`src/rtl/line_burst_responder_if.sv`:
```
// Line-request and memory-burst signals shared by line_burst_responder and its requester.
// The responder connects through the slave modport; the driving side uses master.
interface line_burst_responder_if;
    logic         read_i;
    logic         write_i;
    logic [31:0]  address_i;
    logic [31:0]  mem_byte_en_i;
    logic [255:0] data_i;
    logic         resp_o;
    logic [255:0] data_o;
    logic [31:0]  pmem_address_o;
    logic         pmem_read_o;
    logic         pmem_write_o;
    logic [63:0]  burst_i;
    logic [63:0]  burst_o;
    logic         pmem_resp_i;

    modport slave (
        input  read_i, write_i, address_i, mem_byte_en_i, data_i, burst_i, pmem_resp_i,
        output resp_o, data_o, pmem_address_o, pmem_read_o, pmem_write_o, burst_o
    );

    modport master (
        output read_i, write_i, address_i, mem_byte_en_i, data_i, burst_i, pmem_resp_i,
        input  resp_o, data_o, pmem_address_o, pmem_read_o, pmem_write_o, burst_o
    );
endinterface

```
`src/rtl/line_burst_responder.sv`:
```
// Converts 256-bit line reads/writes into four 64-bit memory beats, least significant first.
// Define LINE_BYTE_MERGE_EN to add a read-modify-write pass for partially enabled writes.
module line_burst_responder (
    input  logic                  clk,
    input  logic                  reset_n,
    line_burst_responder_if.slave bus
);
`ifdef LINE_BYTE_MERGE_EN
    typedef enum logic [2:0] {IDLE, RD_BURST, WR_BURST, RESP, RMW_RD} state_t;
`else
    typedef enum logic [1:0] {IDLE, RD_BURST, WR_BURST, RESP} state_t;
`endif

    state_t        state_reg;
    state_t        state_next;
    logic [1:0]    cnt_reg;
    logic [255:0]  line_reg;
    logic [31:0]   addr_reg;
    logic          last_beat;
    logic [63:0]   line_beat;
    logic          unused_bits;

    assign last_beat = bus.pmem_resp_i && (cnt_reg == 2'd3);
    assign line_beat = line_reg[{cnt_reg, 6'd0} +: 64];

`ifdef LINE_BYTE_MERGE_EN
    logic [255:0]  wdata_reg;
    logic [31:0]   be_reg;
    logic [63:0]   wdata_beat;
    logic [7:0]    be_beat;
    logic [63:0]   merged_beat;
    logic          full_enable;

    assign wdata_beat  = wdata_reg[{cnt_reg, 6'd0} +: 64];
    assign be_beat     = be_reg[{cnt_reg, 3'd0} +: 8];
    assign full_enable = &bus.mem_byte_en_i;

    // Each memory byte is replaced by the requester's byte only where enabled.
    generate
        for (genvar gi = 0; gi < 8; gi++) begin : g_merge
            assign merged_beat[8*gi +: 8] = be_beat[gi] ? wdata_beat[8*gi +: 8]
                                                        : bus.burst_i[8*gi +: 8];
        end
    endgenerate

    assign unused_bits = &{1'b0, bus.address_i[4:0]};
`else
    assign unused_bits = &{1'b0, bus.address_i[4:0], bus.mem_byte_en_i};
`endif

    always_ff @(posedge clk or negedge reset_n) begin
        if (!reset_n) begin
            state_reg <= IDLE;
        end else begin
            state_reg <= state_next;
        end
    end

    always_comb begin
        state_next         = state_reg;
        bus.resp_o         = 1'b0;
        bus.pmem_read_o    = 1'b0;
        bus.pmem_write_o   = 1'b0;
        bus.pmem_address_o = addr_reg;
        bus.burst_o        = 64'd0;
        bus.data_o         = line_reg;
        case (state_reg)
            IDLE: begin
                bus.pmem_address_o = 32'd0;
                if (bus.write_i) begin
`ifdef LINE_BYTE_MERGE_EN
                    state_next = full_enable ? WR_BURST : RMW_RD;
`else
                    state_next = WR_BURST;
`endif
                end else if (bus.read_i) begin
                    state_next = RD_BURST;
                end
            end
            RD_BURST: begin
                bus.pmem_read_o = 1'b1;
                if (last_beat) state_next = RESP;
            end
`ifdef LINE_BYTE_MERGE_EN
            RMW_RD: begin
                bus.pmem_read_o = 1'b1;
                if (last_beat) state_next = WR_BURST;
            end
`endif
            WR_BURST: begin
                bus.pmem_write_o = 1'b1;
                bus.burst_o      = line_beat;
                if (last_beat) state_next = RESP;
            end
            RESP: begin
                bus.resp_o = 1'b1;
                state_next = IDLE;
            end
            default: state_next = IDLE;
        endcase
    end

    // Datapath: the write line lives in line_reg so a single buffer serves both directions.
    always_ff @(posedge clk or negedge reset_n) begin
        if (!reset_n) begin
            cnt_reg   <= 2'd0;
            line_reg  <= 256'd0;
            addr_reg  <= 32'd0;
`ifdef LINE_BYTE_MERGE_EN
            wdata_reg <= 256'd0;
            be_reg    <= 32'd0;
`endif
        end else begin
            case (state_reg)
                IDLE: begin
                    cnt_reg <= 2'd0;
                    if (bus.write_i) begin
                        addr_reg  <= {bus.address_i[31:5], 5'd0};
                        line_reg  <= bus.data_i;
`ifdef LINE_BYTE_MERGE_EN
                        wdata_reg <= bus.data_i;
                        be_reg    <= bus.mem_byte_en_i;
`endif
                    end else if (bus.read_i) begin
                        addr_reg <= {bus.address_i[31:5], 5'd0};
                    end
                end
                RD_BURST: begin
                    if (bus.pmem_resp_i) begin
                        line_reg[{cnt_reg, 6'd0} +: 64] <= bus.burst_i;
                        cnt_reg <= cnt_reg + 2'd1;
                    end
                end
`ifdef LINE_BYTE_MERGE_EN
                RMW_RD: begin
                    if (bus.pmem_resp_i) begin
                        line_reg[{cnt_reg, 6'd0} +: 64] <= merged_beat;
                        cnt_reg <= cnt_reg + 2'd1;
                    end
                end
`endif
                WR_BURST: begin
                    if (bus.pmem_resp_i) cnt_reg <= cnt_reg + 2'd1;
                end
                default: ;
            endcase
        end
    end
endmodule

```
`src/flat_wrapper.sv`:
```
// flat-port wrapper written by rule: the top's interface ports become plain ports
module line_burst_responder_flat 
  (clk, reset_n, bus_read_i, bus_write_i, bus_address_i, bus_mem_byte_en_i, bus_data_i, bus_burst_i, bus_pmem_resp_i, bus_resp_o, bus_data_o, bus_pmem_address_o, bus_pmem_read_o, bus_pmem_write_o, bus_burst_o);
  line_burst_responder_if bus_i ();
  input  logic clk;
  input  logic reset_n;
  input wire logic [$bits(bus_i.read_i)-1:0] bus_read_i;
  input wire logic [$bits(bus_i.write_i)-1:0] bus_write_i;
  input wire logic [$bits(bus_i.address_i)-1:0] bus_address_i;
  input wire logic [$bits(bus_i.mem_byte_en_i)-1:0] bus_mem_byte_en_i;
  input wire logic [$bits(bus_i.data_i)-1:0] bus_data_i;
  input wire logic [$bits(bus_i.burst_i)-1:0] bus_burst_i;
  input wire logic [$bits(bus_i.pmem_resp_i)-1:0] bus_pmem_resp_i;
  output wire logic [$bits(bus_i.resp_o)-1:0] bus_resp_o;
  output wire logic [$bits(bus_i.data_o)-1:0] bus_data_o;
  output wire logic [$bits(bus_i.pmem_address_o)-1:0] bus_pmem_address_o;
  output wire logic [$bits(bus_i.pmem_read_o)-1:0] bus_pmem_read_o;
  output wire logic [$bits(bus_i.pmem_write_o)-1:0] bus_pmem_write_o;
  output wire logic [$bits(bus_i.burst_o)-1:0] bus_burst_o;
  assign bus_i.read_i = bus_read_i;
  assign bus_i.write_i = bus_write_i;
  assign bus_i.address_i = bus_address_i;
  assign bus_i.mem_byte_en_i = bus_mem_byte_en_i;
  assign bus_i.data_i = bus_data_i;
  assign bus_i.burst_i = bus_burst_i;
  assign bus_i.pmem_resp_i = bus_pmem_resp_i;
  assign bus_resp_o = bus_i.resp_o;
  assign bus_data_o = bus_i.data_o;
  assign bus_pmem_address_o = bus_i.pmem_address_o;
  assign bus_pmem_read_o = bus_i.pmem_read_o;
  assign bus_pmem_write_o = bus_i.pmem_write_o;
  assign bus_burst_o = bus_i.burst_o;
  line_burst_responder u_core (.clk(clk), .reset_n(reset_n), .bus(bus_i));
endmodule
```
`config.mk`:
```
export PLATFORM = sky130hd
export DESIGN_NAME = line_burst_responder_flat
export DESIGN_NICKNAME = d
export VERILOG_FILES = /design/src/rtl/line_burst_responder_if.sv /design/src/rtl/line_burst_responder.sv /design/src/flat_wrapper.sv
export SDC_FILE = /design/constraint.sdc
export NUM_CORES = 1
export LEC_CHECK = 0
export CAP_MARGIN = 0
export CORE_AREA = 2 2 293 295
export DETAILED_ROUTE_END_ITERATION = 8
export DIE_AREA = 0 0 295 297
export SYNTH_ARGS = -nofsm -noshare
export SYNTH_HDL_FRONTEND = slang
export SYNTH_SLANG_ARGS = --single-unit
```
`constraint.sdc`:
```
create_clock -name clk -period 3.6 [get_ports clk]
set_input_delay 0.36 -clock clk [delete_from_list [all_inputs] [get_ports clk]]
set_output_delay 0.36 -clock clk [all_outputs]
set_load 0.05 [all_outputs]
```
======== Word-level counts from Yosys, hierarchy flattened ========
Index checks and enable logic that the tools add are counted.
Widths: inputs -> output; s select.
storage, ports and cells
  register bits after elaboration ......... 292
  bits of input ports ..................... 389
  logic and storage cells ................. 45
cells by class
  add/subtract/negate cells ............... 2
  equality and inequality tests ........... 9
  shift operators ......................... 3
  mux-type cells .......................... 17
  reductions and logical operators ........ 10
operators by type and width
  operator                   count
  $mux 256                   2
  $pmux 256 s2               1
  $bwmux 256                 1
  $shift 64x10->256 const A  1
  $shiftx 256x9->64          1
  $shiftx 64x10->256         1
  $mux 32                    3
  $mux 64                    1
  $neg 8->10                 1
  $mux 2                     4
  $eq 2x2->1 const B         3
  $pmux 2 s3                 1
  $reduce_and 2->1           3
  $reduce_bool 2->1          3
  $ne 2x1->1 const B         2
  $ne 2x2->1 const B         2
  $pmux 2 s2                 1
  $mux 1                     3
  $ne 3x3->1 const B         1
  $reduce_and 3->1           1
  $add 2x1->2 const B        1
  $eq 2x1->1 const B         1
  $logic_not 2->1            1
  $reduce_or 2->1            1
  $logic_and 1x1->1          1

======== Longest topological paths before layout ========
  word-level depth ........................ 5
  gate-level depth with buffers ........... 10
  mapped depth without buffers ............ 5

======== Worst setup path after synthesis ========
OpenSTA, ideal clock, no wires.
  kind .................................... register to register
  start ................................... register u_core.cnt_reg[1]
  end ..................................... register u_core.line_reg[100], in the netlist u_core.bus.data_o[100]
  setup time .............................. 0.125 ns
  arrival time ............................ 2.453 ns
  data required time ...................... 3.475 ns
  path slack .............................. 1.023 ns
  cell stages (with the launch flop) ...... 10
  path buffers ............................ 4
  period minus slack after synthesis ...... 2.577 ns
  cell sequence ........................... dfrtp_1 > buf_2 > buf_1 > inv_1 > ha_1 > and2_1 > clkbuf_1 > clkbuf_1 > a32o_1 > mux2_2
between the ends
  cells in the longest elaborated chain, start to end .. 5
  elaborated cells on any way between the ends .. 6
  classes of those cells .................. add/sub: 1; shift: 2; mux: 3
ends and longest elaborated chain
  item                                                     RTL line                     text
  start, declared                                          line_burst_responder.sv:16   logic [1:0] cnt_reg;
  start signal, assigned                                   line_burst_responder.sv:131  cnt_reg <= cnt_reg + 2'd1;
  start signal, assigned                                   line_burst_responder.sv:143  if (bus.pmem_resp_i) cnt_reg <= cnt_reg + 2'd1;
  $neg 8->10 *                                             line_burst_responder.sv:130  line_reg[{cnt_reg, 6'd0} +: 64] <= bus.burst_i;
  $shiftx 64x10->256 or $shift 64x10->256 (tied branches)  line_burst_responder.sv:130
  $bwmux 256 *                                             line_burst_responder.sv:130
  $mux 256 *                                               line_burst_responder.sv:129  if (bus.pmem_resp_i) begin
  $pmux 256 s2 *                                           line_burst_responder.sv:114  case (state_reg)
  end signal, assigned                                     line_burst_responder.sv:119  line_reg <= bus.data_i;
  end signal, assigned by index                            line_burst_responder.sv:130
  end, declared                                            line_burst_responder.sv:17   logic [255:0] line_reg;
Every way passes the cells marked *; elsewhere a longest branch is shown, timed or not. The select of a mux whose other input is x is not followed.
A chain may end at the register's enable or synchronous reset.

======== Final worst setup path ========
  start ................................... register u_core.cnt_reg[0]
  end ..................................... output bus_burst_o[44]
between the ends
  cells in the longest elaborated chain, start to end .. 2
ends and longest elaborated chain
  item               RTL line                    text
  $shiftx 256x9->64  line_burst_responder.sv:24  assign line_beat = line_reg[{cnt_reg, 6'd0} +: 64];
  $mux 64            line_burst_responder.sv:67  case (state_reg)
  end, declared      flat_wrapper.sv:19          output wire logic [$bits(bus_i.burst_o)-1:0] bus_burst_o;
Every way passes these cells.

==> results.py <==
metrics = {
    "global_routing": {
        "grt_max_degree": 95,
        "grt_overflow": 0,
        "grt_pass1_wl_um": 116300,
        "antenna_found_initial": 8,
        "grt_pass1_vias": 16570,
        "track_usage": 0.1774,
    },
    "final_layout": {
        "multi_input_area_sq_um": 8949,
        "largest_reg_flops": 256,
        "seq_area_sq_um": 7189,
        "area_growth_pct": 54.89,
        "layout-drive-gt1-share": 0.2131,
        "fillCellCount": 8439,
        "nNetsFinal": 2409,
    },
    "sta": {
        "finalHoldViolations": 0,
        "fmax_mhz": 291.7,
        "slew_headroom": 0.1020,
        "fin_skew_ns": 0.01985,
        "tightest_slew_ns": 1.344,
        "fin_crit_ns": 3.428,
        "setup-tns-final_ns": 0,
        "setup_viol": 0,
        "setup_ws_ns": 0.1715,
        "rsz0062_at_grt": "false",
        "slew_viol_final": 0,
        "fin_crit_sh": 0.9524,
    },
    "worst_hold_path": {
        "min-delay-start": "bus_address_i[17]",
        "holdPathStages": 2,
        "min_to": "u_core.addr_reg[17]",
        "hold_class": "input pin to register",
    },
    "yosys": {
        "yosys.cell_count.top_type": "dfrtp_1",
        "syn_inst": 1377,
        "synth_common_cells": "dfrtp_1, mux2_2, a32o_1, nor2b_1, clkbuf_1",
        "yosysTopAreaCellShare": 0.4186,
        "synth_edf_count": 0,
        "synth_area_leaders": "dfrtp_1, mux2_2, mux4_2",
        "async_reset_ff_frac": 1.000,
        "ys_ff_latch": 287,
        "yosysWarnings": 0,
        "avgSynthCellArea_sq_um": 12.46,
        "yosysUniqueCellTypes": 31,
        "yosysTopAreaCell": "dfrtp_1",
        "synth_seq_area_share": 0.4186,
        "ys.flop_type": "dfrtp_1",
        "netlist_area_sq_um": 17160,
    },
    "clock_tree": {
        "post-cts-setup-buffers": 0,
        "path_clk_slew_ns": 0.06,
        "cts-root-buf": "clkbuf_16",
        "clkLatencyLatePin_ns": 0.55,
        "cts.sinks": 287,
        "cts_max_level": 2,
        "cts_tree": "built",
        "clk_path_buf_depth": 3,
        "numCtsBuffers": 39,
    },
    "detailed_routing": {
        "drt_iter0_drc": 894,
        "vias": 15460,
        "viasPerCell": 4.851,
        "drc": 0,
        "wirelength_um": 80240,
        "ant_nets": 0,
        "wl_per_cell_um": 25.19,
        "drtPass1Iterations": 5,
    },
    "outcome": {
        "status": "finished, final reports clean",
    },
    "setup_path": {
        "path_class": "register to primary output",
        "required_ns": 3.24,
        "reg2reg_depth": 6,
        "critPathArrivalTime_ns": 3.07,
        "end_kind": "primary output",
        "rrSetupSlack_ns": 0.56,
        "r2r_start": "u_core.cnt_reg[0]",
        "cp-start-kind": "register",
        "r2r-end": "u_core.bus.data_o[227]",
        "cp_max_fo": 31,
    },
    "pwr": {
        "leakagePower_nw": 10.73,
        "peakVddDrop_mv": 0.9840,
        "power_density_nw_per_um2": 1176,
    },
    "placed_design": {
        "io_buffers": 701,
        "place_ws_ns": 0.6013,
        "dp_hpwl_um": 55790,
        "gp_congestion": 0.8488,
    },
    "floorplanning": {
        "die_w_um": 295,
        "coreArea_sq_um": 84480,
        "rows": 107,
        "die_y_um": 297,
        "die_area_sq_um": 87620,
        "initial_utilization": 0.2031,
        "ios": 744,
    },
    "job": {
        "max_cap_violations": 0,
    },
}
==> layout make-up <==
class | instances | area share
multi-input combinational | 869 | 0.3367
timing repair buffer | 743 | 0.2807
sequential | 287 | 0.2705
tap | 1144 | 0.05386
clock buffer | 63 | 0.04624
inverter | 70 | 0.009982
clock inverter | 5 | 0.001460
antenna | 5 | 0.0004708
==> placed cells by master (no fill, tap or decap), types with 2 or more instances in the layout <==
cell type        Yosys  layout
a21oi_4              4       4
a32o_1             128     128
a41o_1              64      64
and2_1              65      64
and2b_1              2       2
buf_12               1      10
buf_4               11      33
clkbuf_1            70      10
clkbuf_16            0      41
clkbuf_8             0      12
clkdlybuf4s50_1      0     698
conb_1               1       5
dfrtp_1            287     285
dfrtp_4              0       2
diode_2              0       5
ha_1                10       7
ha_4                 0       2
inv_1               69      69
inv_6                0       2
mux2_1              37      37
mux2_2             249     249
mux4_2              64      64
nand2_1             10       9
nand2b_1            66      65
nor2b_1             92      89
nor2b_4              0       3
o21ai_0              2       2
o41ai_1             64      64
==> power breakdown <==
part           internal [mW]  switching [mW]
Combinational           7.97            13.0
Sequential              4.89            1.48
Clock                   2.33            1.54
Total                   15.2            16.1
==> worst max-delay path: stages, from the launching register on <==
cell and delay, ns:
dfrtp_4 0.66, buf_12 0.36, mux4_2 0.56, and2_1 0.17
clkdlybuf4s50_1 0.74
==> repair_timing <==
item,4_1_cts,5_1_grt
hold buffers,1,0
endpoints found under the hold margin,86,0
gates resized for setup,0,0
==> cells by family (layout without fill, tap and decap cells) <==
family,after synthesis,count (layout),share of synthesized area
other,1,10,0.0002186
and+or+nand+nor,237,237,0.08511
AOI/OAI and AO/OA,266,266,0.1509
buffers and inverters,225,881,0.06483
muxes,351,351,0.2730
DFF,287,287,0.4186
adders and majority gates,10,10,0.007293
==> how the worst max path moves through the flow <==
stage,start,to
floorplan,u_core.cnt_reg[1],u_core.bus.data_o[100]
global placement,u_core.cnt_reg[0],u_core.bus.data_o[227]
detailed placement,u_core.cnt_reg[0],u_core.bus.data_o[227]
CTS,u_core.cnt_reg[0],bus_burst_o[44]
global route,u_core.cnt_reg[0],bus_burst_o[44]
finish,u_core.cnt_reg[0],bus_burst_o[44]
==> stage by stage <==
stage	hold slack (ns)	total power, mW	area, sq um	utilization	instances
2_1_floorplan	0.06441	20.06	17170	-	1381
4_1_cts	0.3732	31.49	26560	0.3144	3181
3_3_place_gp	0.4430	27.16	25280	0.2993	3112
3_5_place_dp	0.4568	27.48	25280	0.2993	3112
5_1_grt	0.4079	32.58	26570	0.3145	3185
6_report	0.4249	31.25	26570	0.3146	3186
==> layer usage <==
| metal | global-route usage | vias to the layer above | share of wire |
|---|---|---|---|
| li1 | - | 6558 | - |
| met1 | 0.2144 | 7971 | 0.39 |
| met2 | 0.3044 | 765 | 0.50 |
| met3 | 0.03878 | 156 | 0.076 |
| met4 | 0.07070 | 6 | 0.037 |
| met5 | 0 | - | 0.00042 |
Note: power is estimated with default switching activity, not from simulation.
